$ cat config.mk
export PLATFORM = sky130hd
export DESIGN_NAME = microcode_sequencer
export DESIGN_NICKNAME = d
export VERILOG_FILES = /design/src/rtl/microcode_sequencer.sv
export SDC_FILE = /design/constraint.sdc
export NUM_CORES = 1
export LEC_CHECK = 0
export CAP_MARGIN = 20
export CORE_MARGIN = 3
export CORE_UTILIZATION = 55
export CTS_CLUSTER_DIAMETER = 30
export DETAILED_ROUTE_END_ITERATION = 6
export DONT_BUFFER_PORTS = 1
export PLACE_DENSITY_LB_ADDON = 0.15
export SETUP_SLACK_MARGIN = 0.02
export SLEW_MARGIN = 5
export SYNTH_ARGS = -nofsm -noshare
export SYNTH_HDL_FRONTEND = slang
export SYNTH_SLANG_ARGS = --single-unit
export TNS_END_PERCENT = 5
$ cat constraint.sdc
create_clock -name CLK -period 1.55 [get_ports CLK]
set_input_delay 0.2325 -clock CLK [delete_from_list [all_inputs] [get_ports CLK]]
set_output_delay 0.2325 -clock CLK [all_outputs]
set_load 0.03 [all_outputs]
$ cat src/rtl/microcode_sequencer.sv
// Microcode sequencer: streams a boot image into the microcode store, then walks
// microcode at {opcode, uop_count} and decodes each word into datapath controls.
module microcode_sequencer #(
    parameter int          BOOT_ENABLE = 1,
    parameter logic [11:0] BOOT_LAST   = 12'd4095
) (
    input  logic        CLK,
    input  logic        RST,
    input  logic        BOOT_VALID,
    input  logic [7:0]  BOOT_BYTE,
    output logic        BOOT_READY,
    output logic [11:0] BOOTSTRAP_ADDR,
    output logic [7:0]  BOOTSTRAP_DATA,
    output logic        BOOTSTRAP_N_WE,
    output logic        N_BOOTED,
    output logic [10:0] MC_ADDR,
    input  logic [31:0] MC_WORD,
    input  logic [31:0] OPWORD,
    input  logic        STALL,
    output logic [5:0]  CTRL_DATA,
    output logic [1:0]  REG_SEL,
    output logic [2:0]  OUT_PLANE,
    output logic [2:0]  IN_PLANE,
    output logic        MISC,
    output logic [3:0]  MISC2
);

    typedef enum logic [1:0] {
        ST_LOAD  = 2'd0,
        ST_WRITE = 2'd1,
        ST_RUN   = 2'd2
    } state_e;

    // Layout of the low 19 bits of a microcode word; bits [31:19] are unused.
    typedef struct packed {
        logic [3:0] misc2;
        logic       misc;
        logic [2:0] in_plane;
        logic [2:0] out_plane;
        logic [1:0] reg_sel;
        logic [5:0] ctrl_data;
    } uop_fields_t;

    localparam state_e     RESET_STATE   = (BOOT_ENABLE != 0) ? ST_LOAD : ST_RUN;
    localparam logic       RESET_BOOTED  = (BOOT_ENABLE != 0) ? 1'b1 : 1'b0;
    localparam logic [2:0] IN_PLANE_OPLD = 3'd6;

    state_e      state_q, state_d;
    logic [11:0] boot_addr_q, boot_addr_d;
    logic [7:0]  boot_data_q, boot_data_d;
    logic        n_booted_q, n_booted_d;
    logic [5:0]  opcode_q, opcode_d;
    logic [4:0]  uop_count_q, uop_count_d;

    uop_fields_t raw_fields;
    uop_fields_t out_fields;
    logic        run_active;

    assign raw_fields = uop_fields_t'(MC_WORD[18:0]);
    assign run_active = (state_q == ST_RUN) && !STALL;

    // NOTE: every always_comb target gets a default first, so no path infers a latch.
    always_comb begin
        state_d     = state_q;
        boot_addr_d = boot_addr_q;
        boot_data_d = boot_data_q;
        opcode_d    = opcode_q;
        uop_count_d = uop_count_q;

        case (state_q)
            ST_LOAD: begin
                opcode_d    = '0;
                uop_count_d = '0;
                if (BOOT_VALID) begin
                    boot_data_d = BOOT_BYTE;
                    state_d     = ST_WRITE;
                end
            end
            ST_WRITE: begin
                opcode_d    = '0;
                uop_count_d = '0;
                if (boot_addr_q == BOOT_LAST) begin
                    state_d = ST_RUN;
                end else begin
                    boot_addr_d = boot_addr_q + 12'd1;
                    state_d     = ST_LOAD;
                end
            end
            ST_RUN: begin
                if (!STALL) begin
                    // Counter reset and opcode load are independent; both may fire together.
                    uop_count_d = raw_fields.misc ? 5'd0 : uop_count_q + 5'd1;
                    if (raw_fields.in_plane == IN_PLANE_OPLD) begin
                        opcode_d = raw_fields.misc2[0] ? raw_fields.ctrl_data : OPWORD[31:26];
                    end
                end
            end
            default: begin
                state_d     = RESET_STATE;
                opcode_d    = '0;
                uop_count_d = '0;
            end
        endcase

        n_booted_d = (state_d != ST_RUN);
    end

    // NOTE: sequential state uses non-blocking assignments so all registers update together.
    always_ff @(posedge CLK) begin
        if (RST) begin
            state_q     <= RESET_STATE;
            boot_addr_q <= '0;
            boot_data_q <= '0;
            n_booted_q  <= RESET_BOOTED;
            opcode_q    <= '0;
            uop_count_q <= '0;
        end else begin
            state_q     <= state_d;
            boot_addr_q <= boot_addr_d;
            boot_data_q <= boot_data_d;
            n_booted_q  <= n_booted_d;
            opcode_q    <= opcode_d;
            uop_count_q <= uop_count_d;
        end
    end

    // Stalled or not running: zero every control so no datapath write is repeated.
    assign out_fields = run_active ? raw_fields : '0;

    assign CTRL_DATA = out_fields.ctrl_data;
    assign REG_SEL   = out_fields.reg_sel;
    assign OUT_PLANE = out_fields.out_plane;
    assign IN_PLANE  = out_fields.in_plane;
    assign MISC      = out_fields.misc;
    assign MISC2     = out_fields.misc2;

    assign BOOT_READY     = (state_q == ST_LOAD);
    assign BOOTSTRAP_N_WE = (state_q != ST_WRITE);
    assign BOOTSTRAP_ADDR = boot_addr_q;
    assign BOOTSTRAP_DATA = boot_data_q;
    assign N_BOOTED       = n_booted_q;
    assign MC_ADDR        = {opcode_q, uop_count_q};

endmodule

Word-level counts from Yosys, hierarchy flattened
Cells that the tools add are included.

word-level totals
  flip-flop bits (word level) = 34
  output and inout port bits = 53
  logic and storage cells = 30

operators by class
  $add $sub $neg = 2
  equality and inequality tests = 6
  muxes and demuxes = 6
  bitwise operators = 3
  reduce and logical (&&, ||, !) cells = 7

operators by type and width
  kind                                                             number
  19-bit 2-to-1 mux                                                1
  12-bit by 1-bit adder with 12-bit output, second input constant  1
  12-bit == test, second input constant                            1
  6-bit 2-to-1 mux                                                 1
  2-bit one-hot mux with 3 select lines                            1
  2-bit AND reduction                                              3
  5-bit by 1-bit adder with 5-bit output, second input constant    1
  5-bit 2-to-1 mux                                                 1
  2-bit 2-to-1 mux                                                 2
  3-bit == test, second input constant                             1
  1-bit inverter                                                   3
  2-bit by 1-bit == test with 1-bit output, second input constant  1
  2-bit == test, second input constant                             1
  2-bit logical NOT                                                1
  2-bit by 1-bit != test with 1-bit output, second input constant  1
  2-bit != test, second input constant                             1
  2-bit OR reduction                                               1
  1-bit logical AND                                                1
  1-bit logical NOT                                                1

Depth between registers and ports, before layout
Gate-level depths: netlist of the first run.

  depth in word-level cells = 4
  gate-level depth with buffers = 6
  gate-level depth less buffers = 5

Least setup slack after synthesis of the first run
No wires, ideal clock.

  kind = reg2reg
  from = register boot_addr_q[0] (netlist: BOOTSTRAP_ADDR[0])
  to = register boot_addr_q[10] (netlist: BOOTSTRAP_ADDR[10])
  arrival time = 1721 ps
  data required time = 1419 ps
  path slack = -302 ps
  cell stages (with the launch flop) = 7
  buffers on the path = 1
  clock period less this slack = 1852 ps
  cell sequence = dfxtp_1 ha_1 clkbuf_2 nand3b_1 or3_1 nor4b_1 nor3_1

between the ends
  cells in the longest elaborated chain, start to end = 3
  elaborated cells between the ends (all ways) = 4
  classes of those cells = add/sub: 1; eq/ne: 1; bitwise: 1; reduce/logical: 1

ends and longest elaborated chain
  what                                                                              line  text
  from (decl)                                                                       49    logic [11:0] boot_addr_q, boot_addr_d;
  from (signal assigned)                                                            119   boot_addr_q <= boot_addr_d;
  branches (longest 3 deep; another with 12-bit by 1-bit adder with 12-bit output)  --

Parallel ways; which one is timed is not known.
A chain may end at the register's enable or synchronous reset.

Worst setup path in the final report of the first run
  from = register state_q[1]
  to = output port REG_SEL[1]

between the ends
  cells in the longest elaborated chain, start to end = 3

ends and longest elaborated chain
  what                    line  text
  from (decl)             48    state_e state_q, state_d;
  from (signal assigned)  118   state_q <= state_d;
  2-bit == test           60    assign run_active = (state_q == ST_RUN) && !STALL;
  1-bit logical AND       60
  19-bit 2-to-1 mux       128   assign out_fields = run_active ? raw_fields : '0;
  to (decl)               21    output logic [1:0] REG_SEL,

No other way between the ends.

==> run metrics, run 1 <==
outcome complete, but fails checks; final count of pins violating max slew 0; Setup Skew around 0.018 ns; R2R Path Start state_q[1]; Hold WC Path Type in2reg; min Tclk post-route about 1.6 ns; Fill cells approximately 200; Tightest Pin Transition between 0.6 and 0.7 ns; final WL approximately 4.2 mm; Iteration-0 DRC Markers about 110; layout cells sized above 1 30.4%; dpl ws roughly 0.041 ns; CP max FO 19; TritonCTS Sinks 34; H-tree depth 2; vias in the first global route 1,488; Placed Cells incl. Taps between 200 and 300; fin cells around 270; largest net degree at the start of global routing 20; r2r setup slk 0.05 ns; DIE AREA 0.00367 sq mm; highest routed layer met4; worst endpoint required time between 1 and 1.5 ns; gpl congestion 0.831; register area approximately 700 sq um; die height slightly above 60 um; io pins between 100 and 150; hold path endpoint BOOTSTRAP_DATA[3]; fin crit share 104%; Final Util ~76%; Syn Inst Count between 150 and 200; first-pass GRT wire length around 6.5 mm; Pleak between 0.9 and 1 nW; EDFF count, synth 0; Final Hold Vio Count 0; Post-DRT Antenna Nets 0; CTS Buf Count 5; nets ~310; Critical R2R Capture BOOTSTRAP_ADDR[11]; failing checks setup timing; Slew headroom 53.4%; Clk Latency, worst-skew pair about 0.35 ns; Routed met2 length 2.14 mm; Max VDD drop between 0.6 and 0.7 mV; Starting Density about three fifths; critical path class reg2out; Fin Hold WS 0.0106 ns; Port Buffers 0; FF+latch count, synth 34; Max Fclk roughly 0.62 GHz; final setup fails 19; wire per inst around 16 um; CTS root buf clkbuf_4; cell count of the worst hold path 2; # Post-CTS Setup Buffers 0; FF-to-FF path depth 4; post-DP HPWL between 3 and 4 mm; Synth Cell Area 0.00164 sq mm; placed cell areas around 0.0020 sq mm; Yosys cell types 43; met1 WL approximately 1.7 mm; Hold Startpoint BOOT_BYTE[3]; initial antenna violation count 0; PwrDens between 700 and 800 mW/mm^2; routed vias/inst 5.60; Residual DRC 0; CP arrival between 1 and 1.5 ns; WL met3 approximately 340 um; Final WS setup -0.0649 ns; gr ovfl total 0; synthesis-to-finish area growth 30.7%; CTS tree built; area occupied by multi-input gates a little over 900 sq um; crit path from state_q[1]; Synth Flop Type dfxtp_1; Pre-antenna DRT Iters 4; antenna cells 0; Worst setup SP type register; row count 19; syn nets ~270; clk buf depth 2; CP Capture Type output port; CTS clock-pin slew for the worst setup and hold paths between 0.1 and 0.15 ns; Maximum Capacitance Violations 0; width of the die about 61 um; total number of vias 1,502; all-layer global routing usage around a quarter; core area ~0.0028 sq mm; Synth warnings 0; fin area between 0.002 and 0.0025 sq mm; RSZ-0062 raised after global routing yes; syn avg cell area around 8.7 sq um; Seq/Total Area, Yosys ~42%; async set-reset flop share out of synthesis 0%; Total Power 1.54 mW; TNS Setup -0.886 ns
state kept, by name (all words and copies together) (netlist names):
name	cells
BOOTSTRAP_ADDR	12
BOOTSTRAP_DATA	8
opcode_q	6
state_q	2
N_BOOTED	1
uop_count_q	5
critical path: stages (launching register included):
cell,delay (ns)
dfxtp_2,0.38
nor3b_2,0.18
buf_6,0.17
and2_1,0.15
buf_4,0.16
synthesized netlist by cell type, types with 2 or more instances:
cell / n / area share [%]
mux2i_1: 9 / 5.5
inv_1: 4 / 0.92
nand4_1: 4 / 1.5
xor2_1: 3 / 1.6
nor2_1: 22 / 5.0
buf_2: 2 / 0.61
nor2b_1: 4 / 1.5
and2_1: 20 / 7.6
mux2_2: 2 / 1.4
ha_1: 2 / 1.5
nand3_1: 6 / 1.8
clkbuf_2: 2 / 0.61
xnor2_1: 4 / 2.1
a21oi_1: 11 / 3.4
clkbuf_1: 6 / 1.4
and3_1: 2 / 0.76
nand2_1: 20 / 4.6
a21o_1: 2 / 0.92
dfxtp_1: 34 / 42
a211oi_1: 6 / 2.7
report_power, final:
group,internal [mW],switching (mW),total [mW]
Combinational,0.0489,0.0604,0.109
Sequential,0.890,0.0391,0.929
Clock,0.176,0.326,0.502
layer usage:
layer	track usage, %	up-vias
met5	0	-
met4	11.5	0
li1	-	745
met1	27.3	689
met2	40.3	63
met3	7.45	5
cell type report:
class / count / area share (%)
multi-input cells: 139 / 43.2
repair buffers: 52 / 19.2
well taps: 31 / 1.81
inverters: 4 / 0.701
clock buffers: 5 / 1.75
flip-flops and latches: 34 / 32.4
clock inverters: 3 / 0.993
logic make-up (layout without fill, tap and decap cells):
logic type                 count (synthesis)  count (layout)  share of synthesized area [%]
DFF                                       34              34                           41.5
AOI/OAI and AO/OA                         29              29                           13.4
buffers and inverters                     15              64                           3.74
and+or+nand+nor                           90              90                           29.2
xor gates and xnor gates                   7               7                           3.74
adders and majority gates                  2               2                           1.53
muxes                                     11              11                           6.87
how the worst max path moves through the flow:
stage	to	slack, ns	depth (start not counted)
2_1_floorplan	BOOTSTRAP_ADDR[10]	-0.11	4
3_3_place_gp	BOOTSTRAP_ADDR[11]	0.07	4
3_5_place_dp	BOOTSTRAP_ADDR[11]	0.04	4
4_1_cts	REG_SEL[1]	-0.07	4
5_1_grt	MISC	-0.17	4
6_report	REG_SEL[1]	-0.06	4
what timing repair did:
| item | 4_1_cts | 5_1_grt |
|---|---|---|
| setup endpoints to repair | 20 | 26 |
| resized for setup | 3 | 5 |
| hold endpoints to repair | 19 | 0 |
| hold buffers | 7 | 0 |
layout by cell type (no fill, tap or decap), types with 5 or more instances in the layout:
cell           netlist  routed
nand2_1             20      20
nand3_1              6       6
and2_1              20      20
a211oi_1             6       6
clkbuf_4             0       5
buf_4                0      44
dlygate4sd3_1        0       7
dfxtp_1             34      28
a21oi_1             11      11
mux2i_1              9       9
nor2_1              22      21
Power figures use the tool's default switching activity.
==> inputs of run 2 (changes only) <==
--- a/config.mk
+++ b/config.mk
@@ -12,7 +12,7 @@
 export DETAILED_ROUTE_END_ITERATION = 6
 export DONT_BUFFER_PORTS = 1
 export PLACE_DENSITY_LB_ADDON = 0.15
-export SETUP_SLACK_MARGIN = 0.02
+export SETUP_SLACK_MARGIN = 0.4
 export SLEW_MARGIN = 5
 export SYNTH_ARGS = -nofsm -noshare
 export SYNTH_HDL_FRONTEND = slang
==> run metrics, run 2 (same netlist as run 1, synthesis figures left out) <==
outcome complete, but fails checks (unchanged); failing checks setup timing (unchanged); initial antenna violation count 0 (unchanged); Setup Skew 0.0113 ns (was 0.0182 ns); vias in the first global route 1,495 (was 1,488); H-tree depth 2 (unchanged); layout cells sized above 1 49.8% (was 30.4%); Pleak 0.961 nW (was 0.907 nW); wire per inst 17.5 um (was 15.8 um); Max VDD drop 0.735 mV (was 0.666 mV); Clk Latency, worst-skew pair 0.34 ns (was 0.35 ns); gpl congestion 0.831 (about the same); antenna cells 0 (unchanged); final WL 4.63 mm (was 4.23 mm); CP arrival 1.52 ns (was 1.38 ns); all-layer global routing usage 25.5% (was 23.9%); row count 19 (unchanged); Slew headroom 51.2% (was 53.4%); Max Fclk 0.571 GHz (was 0.619 GHz); Final Hold Vio Count 0 (unchanged); post-DP HPWL 3.07 mm (was 3.03 mm); total number of vias 1,538 (was 1,502); max FFs per register 12 (unchanged); RSZ-0062 raised after global routing yes (unchanged); commonest cells after routing, fill and taps aside buf_6 (22), buf_4 (21), nor2_1 (17) (was buf_4 (44), dfxtp_1 (28), nor2_1 (21)); largest net degree at the start of global routing 20 (unchanged); CTS tree built (unchanged); width of the die 60.6 um (unchanged); CTS root buf clkbuf_4 (unchanged); min Tclk post-route 1.75 ns (was 1.61 ns); DIE AREA 0.00367 sq mm (unchanged); CTS Buf Count 5 (unchanged); worst endpoint required time 1.32 ns (about the same); PwrDens 646 mW/mm^2 (was 719 mW/mm^2); CP Capture Type output port (unchanged); Residual DRC 0 (unchanged); Maximum Capacitance Violations 0 (unchanged); Post-DRT Antenna Nets 0 (unchanged); Iteration-0 DRC Markers 106 (was 105); gr ovfl total 0 (unchanged); final setup fails 20 (was 19); fin area 0.00238 sq mm (was 0.00214 sq mm); Pre-antenna DRT Iters 4 (unchanged); commonest non-fill, non-tap cell in the layout buf_6 (was buf_4); Tightest Pin Transition 0.730 ns (was 0.696 ns); Hold WC Path Type in2reg (unchanged); fin crit share 113% (was 104%); critical path class reg2out (unchanged); TNS Setup -3.32 ns (was -0.886 ns); placed cell areas 0.00198 sq mm (unchanged); die height 60.6 um (unchanged); clk buf depth 2 (unchanged); CTS clock-pin slew for the worst setup and hold paths 0.11 ns (was 0.12 ns); first-pass GRT wire length 6.89 mm (was 6.52 mm); core area 0.00281 sq mm (unchanged); routed vias/inst 5.83 (was 5.60); nets 310 (was 314); TritonCTS Sinks 34 (unchanged); CP max FO 5 (was 19); Starting Density 58.4% (unchanged); Worst setup SP type register (unchanged); io pins 129 (unchanged); Port Buffers 0 (unchanged); final count of pins violating max slew 0 (unchanged); Final Util 84.8% (was 76.4%); Final WS setup -0.201 ns (was -0.0649 ns); synthesis-to-finish area growth 45.2% (was 30.7%)
==> run 2: cell types whose count changed in the layout (fill, tap and decap cells not counted), moves of 8 or more <==
cell,delta
buf_4,-23
buf_6,+21
dfxtp_1,-14
dfxtp_4,+8
nand2_1,-8
nand2_2,+8
==> run 2: power by group <==
group,leakage (nW),switching [mW],internal [mW],total (mW)
logic,0.640,0.0758,0.0619,0.138
registers,0.289,0.0402,0.876,0.916
clock network,0.0322,0.306,0.178,0.484
==> run 2: final cells by class <==
cell class	instances	area [sq um]
multi-input cells	139	1080
flip-flops and latches	34	731
repair buffers	48	460
fillers	147	425
clock buffers	6	41.3
well taps	31	38.8
inverters	4	15.0
clock inverters	2	13.8
==> run 2: through the flow <==
step | hold WS (ns) | setup WS [ns] | power [mW] | instances
floorplan | 0.369 | 0.00166 | 1.03 | 188
global placement | 0.299 | 0.0875 | 1.03 | 248
detailed placement | 0.300 | 0.0771 | 1.04 | 248
CTS | 0.00829 | -0.189 | 1.53 | 261
global route | 0.00350 | -0.278 | 1.59 | 264
finish | 0.0184 | -0.201 | 1.54 | 264
==> run 2: path summary, 6_finish.rpt <==
kind / start / cells after the start / to / slack, ns
worst max-delay path: state_q[0] / 5 / OUT_PLANE[1] / -0.20
worst min-delay path: BOOT_BYTE[3] / 2 / BOOTSTRAP_DATA[3] / 0.02
worst max register to register: BOOTSTRAP_ADDR[0] / 5 / BOOTSTRAP_ADDR[10] / -0.07
worst min register to register: BOOTSTRAP_ADDR[2] / 1 / BOOTSTRAP_ADDR[2] / 0.49
==> run 2: routing by layer <==
metal | up-vias | wire, um | GRT usage (%)
li1 | 742 | - | -
met1 | 723 | 1780 | 28.0
met2 | 65 | 2360 | 43.7
met3 | 8 | 397 | 10.6
met4 | 0 | 88 | 9.91
met5 | - | 0 | 0
==> run 2: critical path, cell delays in order, from the launching register on <==
cell and delay (ns):
dfxtp_4 0.36, buf_6 0.11, nor3b_4 0.22, buf_4 0.18, and2_1 0.16, buf_6 0.14
==> run 2: timing repair <==
item	CTS	global route
endpoints found under the hold margin	19	3
gates cloned	2	0
gates resized for setup	56	27
setup buffers	2	0
endpoints found under the setup margin	55	71
hold buffers	1	3
pin swaps	54	21
